$ cat src/rtl/vga_capture.sv
// vga_capture: VGA sink that rebuilds pixel coordinates and writes active pixels to frame memory at {x,y}.
// Define VGA_CAPTURE_SUM_EN to enable the frame_sum checksum accumulator.
module vga_capture #(
  parameter int H_ACTIVE        = 640,
  parameter int V_ACTIVE        = 480,
  parameter bit SYNC_ACTIVE_LOW = 1
) (
  input  logic        clk,
  input  logic        rst,
  input  logic        arm,
  input  logic        continuous,
  input  logic        hsync,
  input  logic        vsync,
  input  logic        valid,
  input  logic [7:0]  vga_r,
  input  logic [7:0]  vga_g,
  input  logic [7:0]  vga_b,
  output logic        mem_we,
  output logic [18:0] mem_addr,
  output logic [23:0] mem_wdata,
  output logic        busy,
  output logic        frame_done,
  output logic        overflow,
  output logic [31:0] frame_sum
);
  typedef enum logic [1:0] {IDLE, WAIT_FRAME, CAPTURE, DONE} state_t;
  localparam logic [9:0] HMAX = 10'(H_ACTIVE);
  localparam logic [9:0] VMAX = 10'(V_ACTIVE);
  state_t state_q, state_d;
  logic hs_q, vs_q, val_q, vs_d1_q, val_d1_q;
  logic [23:0] rgb_q;
  logic [9:0] x_q, x_d, y_q, y_d;
  logic we_q, we_d, ovf_q, ovf_d, done_q, done_d;
  logic [18:0] addr_q, addr_d;
  logic [23:0] wdata_q, wdata_d;
  logic vs_rise, val_fall, cap, in_rng, start, restart;
  assign vs_rise  = vs_q & ~vs_d1_q;
  assign val_fall = ~val_q & val_d1_q;
  assign cap      = state_q == CAPTURE;
  assign start    = state_q == WAIT_FRAME && arm && vs_rise;
  assign restart  = cap && arm && vs_rise && continuous;
  assign in_rng   = x_q < HMAX && y_q < VMAX;
  always_ff @(posedge clk or negedge rst) begin
    if (!rst) begin
      state_q  <= IDLE;
      hs_q     <= 1'b0;
      vs_q     <= 1'b0;
      val_q    <= 1'b0;
      vs_d1_q  <= 1'b0;
      val_d1_q <= 1'b0;
      rgb_q    <= '0;
      x_q      <= '0;
      y_q      <= '0;
      we_q     <= 1'b0;
      addr_q   <= '0;
      wdata_q  <= '0;
      ovf_q    <= 1'b0;
      done_q   <= 1'b0;
    end else begin
      state_q  <= state_d;
      hs_q     <= SYNC_ACTIVE_LOW ? ~hsync : hsync;
      vs_q     <= SYNC_ACTIVE_LOW ? ~vsync : vsync;
      val_q    <= valid;
      vs_d1_q  <= vs_q;
      val_d1_q <= val_q;
      rgb_q    <= {vga_r, vga_g, vga_b};
      x_q      <= x_d;
      y_q      <= y_d;
      we_q     <= we_d;
      addr_q   <= addr_d;
      wdata_q  <= wdata_d;
      ovf_q    <= ovf_d;
      done_q   <= done_d;
    end
  end
  always_comb begin
    state_d = state_q;
    case (state_q)
      IDLE:       state_d = arm ? WAIT_FRAME : IDLE;
      WAIT_FRAME: state_d = !arm ? IDLE : vs_rise ? CAPTURE : WAIT_FRAME;
      CAPTURE:    state_d = !arm ? IDLE : (vs_rise && !continuous) ? DONE : CAPTURE;
      DONE:       state_d = arm ? DONE : IDLE;
      default:    state_d = IDLE;
    endcase
  end
  // Writes keep issuing from the CAPTURE cycle even if arm just dropped, so the last sampled pixel lands.
  always_comb begin
    we_d    = cap && val_q && in_rng;
    addr_d  = we_d ? {x_q, y_q[8:0]} : addr_q;
    wdata_d = we_d ? rgb_q : wdata_q;
    x_d     = we_d ? x_q + 10'd1 : x_q;
    y_d     = y_q;
    if (cap && val_fall) begin
      x_d = '0;
      y_d = y_q < VMAX ? y_q + 10'd1 : y_q;
    end
    if (start || restart) begin
      x_d = '0;
      y_d = '0;
    end
    ovf_d  = start ? 1'b0 : ovf_q | (cap && val_q && (!in_rng || hs_q));
    done_d = cap && arm && vs_rise;
  end
  always_comb begin
    busy       = state_q == WAIT_FRAME || state_q == CAPTURE;
    mem_we     = we_q;
    mem_addr   = addr_q;
    mem_wdata  = wdata_q;
    overflow   = ovf_q;
    frame_done = done_q;
  end
`ifdef VGA_CAPTURE_SUM_EN
  logic [31:0] sum_q, sum_d;
  always_comb sum_d = (start || restart) ? '0 : we_q ? sum_q + {8'h0, wdata_q} : sum_q;
  always_ff @(posedge clk or negedge rst) begin
    if (!rst) sum_q <= '0;
    else      sum_q <= sum_d;
  end
  assign frame_sum = sum_q;
`else
  assign frame_sum = '0;
`endif
endmodule

$ cat config.mk
export PLATFORM = sky130hd
export DESIGN_NAME = vga_capture
export DESIGN_NICKNAME = d
export VERILOG_FILES = /design/src/rtl/vga_capture.sv
export SDC_FILE = /design/constraint.sdc
export NUM_CORES = 1
export LEC_CHECK = 0
export ABC_AREA = 1
export BUFFER_PORTS_ARGS = -buffer_cell sky130_fd_sc_hd__buf_2
export CAP_MARGIN = 20
export CELL_PAD_IN_SITES_DETAIL_PLACEMENT = 1
export CELL_PAD_IN_SITES_GLOBAL_PLACEMENT = 2
export CORE_ASPECT_RATIO = 1.1
export CORE_MARGIN = 1
export CORE_UTILIZATION = 31
export CTS_CLUSTER_SIZE = 40
export DETAILED_ROUTE_END_ITERATION = 10
export PLACE_DENSITY = 0.88
export SLEW_MARGIN = 20
export SYNTH_ARGS = -nofsm -noshare
export SYNTH_HDL_FRONTEND = slang
export SYNTH_SLANG_ARGS = --single-unit
$ cat constraint.sdc
create_clock -name clk -period 1.99 [get_ports clk]
set_input_delay 0.2985 -clock clk [delete_from_list [all_inputs] [get_ports clk]]
set_output_delay 0.2985 -clock clk [all_outputs]
set_load 0.02 [all_outputs]
==> results of run 1 <==
-- per-layer routing --
layer  part of all wire  track usage  vias up
li1                   -            -     1469
met1               0.42        0.160     1477
met2               0.52        0.241       70
met3              0.041       0.0365       12
met4              0.017       0.0608        0
met5                  0            0        -
-- cells in the final DEF, fill, tap and decap left out --
cell type   netlist  routed
o21ai_2           2       2
o21a_1            1       1
a21boi_0          1       1
clkbuf_16         0       9
o21ai_1           5       5
ha_1              6       6
buf_4            34       5
nand2_1         151     151
o21ai_0          23      23
a21oi_1           4       4
nor2_4            4       4
buf_12            0       2
o22ai_1           1       1
nand3_4           1       1
inv_6             0       1
nor2_1           13      13
dfrtp_1          97      97
inv_1            42      42
nand3_1          24      24
nand2_2           4       4
a21oi_2           1       1
buf_2             7      76
inv_2             2       2
clkbuf_1          0       1
xor2_1            2       2
conb_1            1      32
nand4_1           8       8
clkinvlp_4        0       2
nor3_1            3       3
bufinv_16         0       3
nor2_2            2       2
-- flip-flops by register name, summed over array words and instances (netlist names) --
name / count
mem_wdata: 24
rgb_q: 24
mem_addr: 19
x_q: 10
y_q: 10
state_q: 2
frame_done: 1
hs_q: 1
mem_we: 1
overflow: 1
val_d1_q: 1
val_q: 1
vs_d1_q: 1
vs_q: 1
-- through the flow --
step / cell area [sq um] / setup slack (ns) / total power, mW / util / hold WS, ns
after global routing: 4910 / 0.0894 / 5.29 / 0.385 / 0.0351
final: 4910 / 0.287 / 5.03 / 0.385 / -0.0302
after global placement: 4570 / 0.359 / 3.05 / 0.358 / 0.361
after floorplan: 4230 / 0.511 / 2.83 / - / 0.00291
after detailed placement: 4570 / 0.274 / 3.09 / 0.358 / 0.375
after CTS: 4910 / 0.262 / 5.11 / 0.385 / 0.0246
-- layout make-up --
cell class	instances	area, sq um	area share
inverters	44	165	0.0336
well taps	157	196	0.0400
clock buffers	10	229	0.0466
clock inverters	6	114	0.0232
multi-input cells	288	1320	0.269
flip-flops and latches	97	2430	0.494
repair buffers	83	458	0.0932
-- power groups by stage --
stage	combinational (mW)	sequential, mW	clock, mW
3_5_place_dp	0.723	2.36	0
3_3_place_gp	0.699	2.36	0
2_1_floorplan	0.385	2.45	0
5_1_grt	0.801	2.36	2.13
4_1_cts	0.727	2.33	2.06
6_report	0.713	2.33	1.99
-- worst max-delay path by stage --
stage / from / to / slack, ns / cells past startpoint
3_5_place_dp: state_q[0] / x_q[8] / 0.27 / 10
6_report: state_q[0] / x_q[8] / 0.29 / 10
5_1_grt: state_q[0] / x_q[3] / 0.09 / 10
2_1_floorplan: state_q[0] / x_q[6] / 0.51 / 10
4_1_cts: state_q[0] / x_q[8] / 0.26 / 10
3_3_place_gp: state_q[0] / x_q[4] / 0.36 / 10
-- kinds of logic after synthesis --
family,count (synthesis)
AND/OR/NAND/NOR,210
flip-flops,97
buffers and inverters,87
AO/OA/AOI/OAI,38
adder cells (fa/ha/maj),6
XOR/XNOR,2
other,1
==> flow_metrics.tcl, run 1 <==
set metrics [dict create \
    status "finished, violations left" \
    violations "design-rule violations, negative hold slack" \
    cts_sinks 97 \
    nFillCells 1491 \
    fin_cells 685 \
    cts-root-buf "clkbuf_16" \
    intPower_mw 3.63 \
    synthArstFlopShare 1.00 \
    synth_xor_xnor_area_share 0.00426 \
    die_w_um 112 \
    drv_slew 0 \
    synth-seq-cells 97 \
    yosys.area.top_type_share 0.591 \
    synth_most_common_cell "nand2_1" \
    tightest_slew_ns 0.545 \
    cts_setup_buffers 0 \
    critPathArrivalTime_ns 1.94 \
    core.rowCount 43 \
    remaining_drc_errors 9 \
    synth_largest_area_cell "dfrtp_1" \
    pwr-share-comb 0.142 \
    syn_avg_cell_area_sq_um 9.32 \
    synth.area.top_cells "dfrtp_1 59%, nand2_1 14%, buf_4 6.2%, inv_1 3.8%, nand3_1 2.9%" \
    clk_latency_ns 0.35 \
    grt_pass1_wl_um 14600 \
    diodes 0 \
    synth_warnings 0 \
    post_drt_via_cell_ratio 4.42 \
    timing.rr.start "state_q[0]" \
    portBuffers 77 \
    cts_resized 0 \
    peakVddDrop_mv 0.469 \
    post-place-cells 669 \
    leakage_nw 2.72 \
    fmax_ghz 0.587 \
    start_util 0.322 \
    cp-start-kind "register" \
    synth_simple_gate_area_frac 0.219 \
    num_vias 3028 \
    cts.htree.levels 3 \
    grt_pass1_vias 3079 \
    grt_max_degree 98 \
    cpMostUsedCell "inv_1" \
    rr_endpoint "x_q[8]" \
    ys_types 26 \
    min_period_over_period 0.856 \
    cts_hold_buf 0 \
    die_area_sq_mm 0.0137 \
    cts_tree "built" \
    synth_edf_count 0 \
    criticalPathCategory "register to register" \
    hold_viol_final 18 \
    period_minus_slack_ns 1.70 \
    endpoint_kind "register" \
    r2r_cells 10 \
    fin_setup_tns_ns 0 \
    synthAdderAreaFrac 0.0183 \
    rrSetupSlack_ns 0.29 \
    track_usage 0.138 \
    switching_share 0.279 \
    wl_per_cell_um 12.8 \
    switchingPower_mw 1.40 \
    path_buf_inv 3 \
    postRouteAntennaNets 0 \
    area_growth_pct 19.5 \
    syn_area_sq_mm 0.00411 \
    ys_seq_area_frac 0.591 \
    synthMuxAreaShare 0 \
    synth_top_family_by_area "simple AND/OR/NAND/NOR gates" \
    synth_compound_area_frac 0.0505 \
    cp_slowest_cell "dfrtp_1" \
    hold_path.class "primary input to async pin" \
    fin_nets 560 \
    whs_ns -0.0302 \
    rsz0062_at_grt "false" \
    skew_ns 0.00886 \
    routed_wl_um 8790 \
    drive_gt1_frac 0.216 \
    synthCells 441 \
    place_hpwl_um 6380 \
    routabilityCongestion 0.769 \
    cts_made_buffers 9 \
    setup_viol 0 \
    ios 110 \
    pwr-share-seq 0.463 \
    dr.first_iter.drc_count 136 \
    drv_cap 0 \
    crit_required_ns 2.23 \
    clk_pin_slew_ns 0.06 \
    max-slew-margin-rel 0.637 \
    core_area_sq_mm 0.0128 \
    crit_path_max_incr_delay_ns 0.38 \
    cp_cell_sequence "inv_1, ha_1, inv_1, nor2_1, nand2_2, inv_1, nor2_4, nand2_2, nand2_1, nand2_1" \
    die_h_um 123 \
    critPathTopFamily "simple AND/OR/NAND/NOR gates" \
    antenna_found_initial 0 \
    cts_buffer_depth 2 \
    cp_max_fo 12 \
    p_clk_frac 0.396 \
    p_per_area_mw_per_mm2 1020 \
    synth-main-ff-cell "dfrtp_1" \
    first_pass_iters 7 \
    synth_commonest_cells "151 x nand2_1, 97 x dfrtp_1, 42 x inv_1, 34 x buf_4, 24 x nand3_1" \
    grt_overflow 0 \
]
No activity file was read; power rests on OpenSTA's default activity.
==> run 2: changes to the inputs <==
--- a/config.mk
+++ b/config.mk
@@ -8,14 +8,12 @@
 export ABC_AREA = 1
 export BUFFER_PORTS_ARGS = -buffer_cell sky130_fd_sc_hd__buf_2
 export CAP_MARGIN = 20
-export CELL_PAD_IN_SITES_DETAIL_PLACEMENT = 1
-export CELL_PAD_IN_SITES_GLOBAL_PLACEMENT = 2
 export CORE_ASPECT_RATIO = 1.1
 export CORE_MARGIN = 1
-export CORE_UTILIZATION = 31
+export CORE_UTILIZATION = 52
 export CTS_CLUSTER_SIZE = 40
 export DETAILED_ROUTE_END_ITERATION = 10
-export PLACE_DENSITY = 0.88
+export PLACE_DENSITY = 0.81
 export SLEW_MARGIN = 20
 export SYNTH_ARGS = -nofsm -noshare
 export SYNTH_HDL_FRONTEND = slang
==> run 2 against run 1 <==
  * Critical path type unchanged
  * Wire length down 17%
  * Cell area down 3.8%
  * Non-clock buffer count up 2
  * Largest power group unchanged
  * Setup slack worse by 0.011 ns
  * The flow now finishes without violations
==> flow_metrics.tcl, run 2 (synthesis results as in run 1) <==
set metrics [dict create \
    status "complete, no violations" \
    antenna_found_initial 0 \
    post_drt_via_cell_ratio 4.69 \
    die_area_sq_mm 0.00826 \
    core_area_sq_mm 0.00756 \
    remaining_drc_errors 0 \
    die_h_um 95.2 \
    cts_sinks 97 \
    ios 110 \
    critPathTopFamily "simple AND/OR/NAND/NOR gates" \
    total_power_mw 4.40 \
    cp_cell_sequence "inv_1, ha_1, inv_1, nor2_1, nand2_2, inv_1, nor2_4, nand2_2, nand2_1, nand2_1" \
    skew_ns 0.00872 \
    die_w_um 86.8 \
    nFillCells 640 \
    track_usage 0.197 \
    core.rowCount 33 \
    first_pass_iters 4 \
    fmax_ghz 0.583 \
    path_buf_inv 3 \
    postRouteAntennaNets 0 \
    crit_path_max_incr_delay_ns 0.39 \
    drv_slew 0 \
    place_area_sq_mm 0.00450 \
    cts.htree.levels 3 \
    peakVddDrop_mv 0.590 \
    critPathArrivalTime_ns 1.96 \
    cpMostUsedCell "inv_1" \
    rsz0062_at_grt "false" \
    criticalPathCategory "register to register" \
    grt_overflow 0 \
    cp-start-kind "register" \
    fin_setup_tns_ns 0 \
    final_cell_mix "151 x nand2_1, 97 x dfrtp_1, 76 x buf_2" \
    cts_made_buffers 9 \
    fin_area_sq_mm 0.00472 \
    wl_per_cell_um 11.5 \
    endpoint_kind "register" \
    period_minus_slack_ns 1.71 \
    start_util 0.544 \
    grt_pass1_vias 2811 \
    setup_viol 0 \
    clk_pin_slew_ns 0.09 \
    multi_input_area_sq_mm 0.00132 \
    cts_tree "built" \
    cts_setup_buffers 0 \
    cts_buffer_depth 2 \
    drive_gt1_frac 0.217 \
    place_hpwl_um 5210 \
    clk_latency_ns 0.35 \
    hold_path.class "primary input to register" \
    leakage_nw 2.67 \
    hold_viol_final 0 \
    seqCellArea_sq_mm 0.00243 \
    cp_slowest_cell "dfrtp_1" \
    fin_nets 562 \
    num_vias 2971 \
    cp_max_fo 12 \
    cts-root-buf "clkbuf_8" \
    grt_pass1_wl_um 12500 \
    drv_cap 0 \
    min_period_over_period 0.861 \
    routabilityCongestion 0.841 \
    tightest_slew_ns 0.520 \
    cts_hold_buf 1 \
    layout_commonest_cell "nand2_1" \
    max-slew-margin-rel 0.653 \
    crit_required_ns 2.24 \
    dr.first_iter.drc_count 167 \
    p_per_area_mw_per_mm2 932 \
    diodes 0 \
    grt_max_degree 42 \
    routed_wl_um 7290 \
    portBuffers 77 \
    cts_resized 0 \
    area_growth_pct 14.9 \
]
run 2: changes by cell type in the layout (fill, tap and decap cells not counted), sizes merged:
cell,delta
clkinv,+1
buf,+1
dlygate4sd3,+1
bufinv,-1
clkbuf,-1
run 2: metrics by stage:
step	utilization	setup WS, ns	hold WS [ns]	instances
final	0.625	0.276	0.0433	634
after global routing	0.625	0.106	0.0190	634
after CTS	0.625	0.277	0.0246	634
after detailed placement	0.595	0.297	0.311	618
after global placement	0.595	0.383	0.308	618
after floorplan	-	0.511	0.00291	472
run 2: path summary, 6_finish.rpt:
path                            cells after the start  startpoint  slack [ns]            end
worst max-delay path                               10  state_q[0]        0.28         x_q[8]
worst min-delay path                                1    vga_b[1]        0.04       rgb_q[1]
worst max register to register                     10  state_q[0]        0.28         x_q[8]
worst min register to register                      0        vs_q        0.38        vs_d1_q
max in group asynchronous                           3         rst        0.85  mem_wdata[11]
min in group asynchronous                           2         rst        0.46         y_q[9]
run 2: where the power goes:
| group | internal, mW | switching [mW] | total, mW |
|---|---|---|---|
| clock | 0.708 | 0.675 | 1.38 |
| sequential | 2.16 | 0.159 | 2.32 |
| combinational | 0.232 | 0.467 | 0.699 |
| total | 3.10 | 1.30 | 4.40 |
run 2: area by class of cell:
cell class | count | share of cell area
inverter | 44 | 0.0350
multi-input combinational | 288 | 0.280
timing repair buffer | 85 | 0.0980
tap | 105 | 0.0278
sequential | 97 | 0.514
clock inverter | 6 | 0.0193
clock buffer | 9 | 0.0262
run 2: metal layers:
metal  routed length [um]  GRT usage  vias up
li1                     -          -     1469
met1                 3320      0.260     1394
met2                 3490      0.327      102
met3                  419     0.0502        6
met4                   59     0.0500        0
met5                    0          0        -
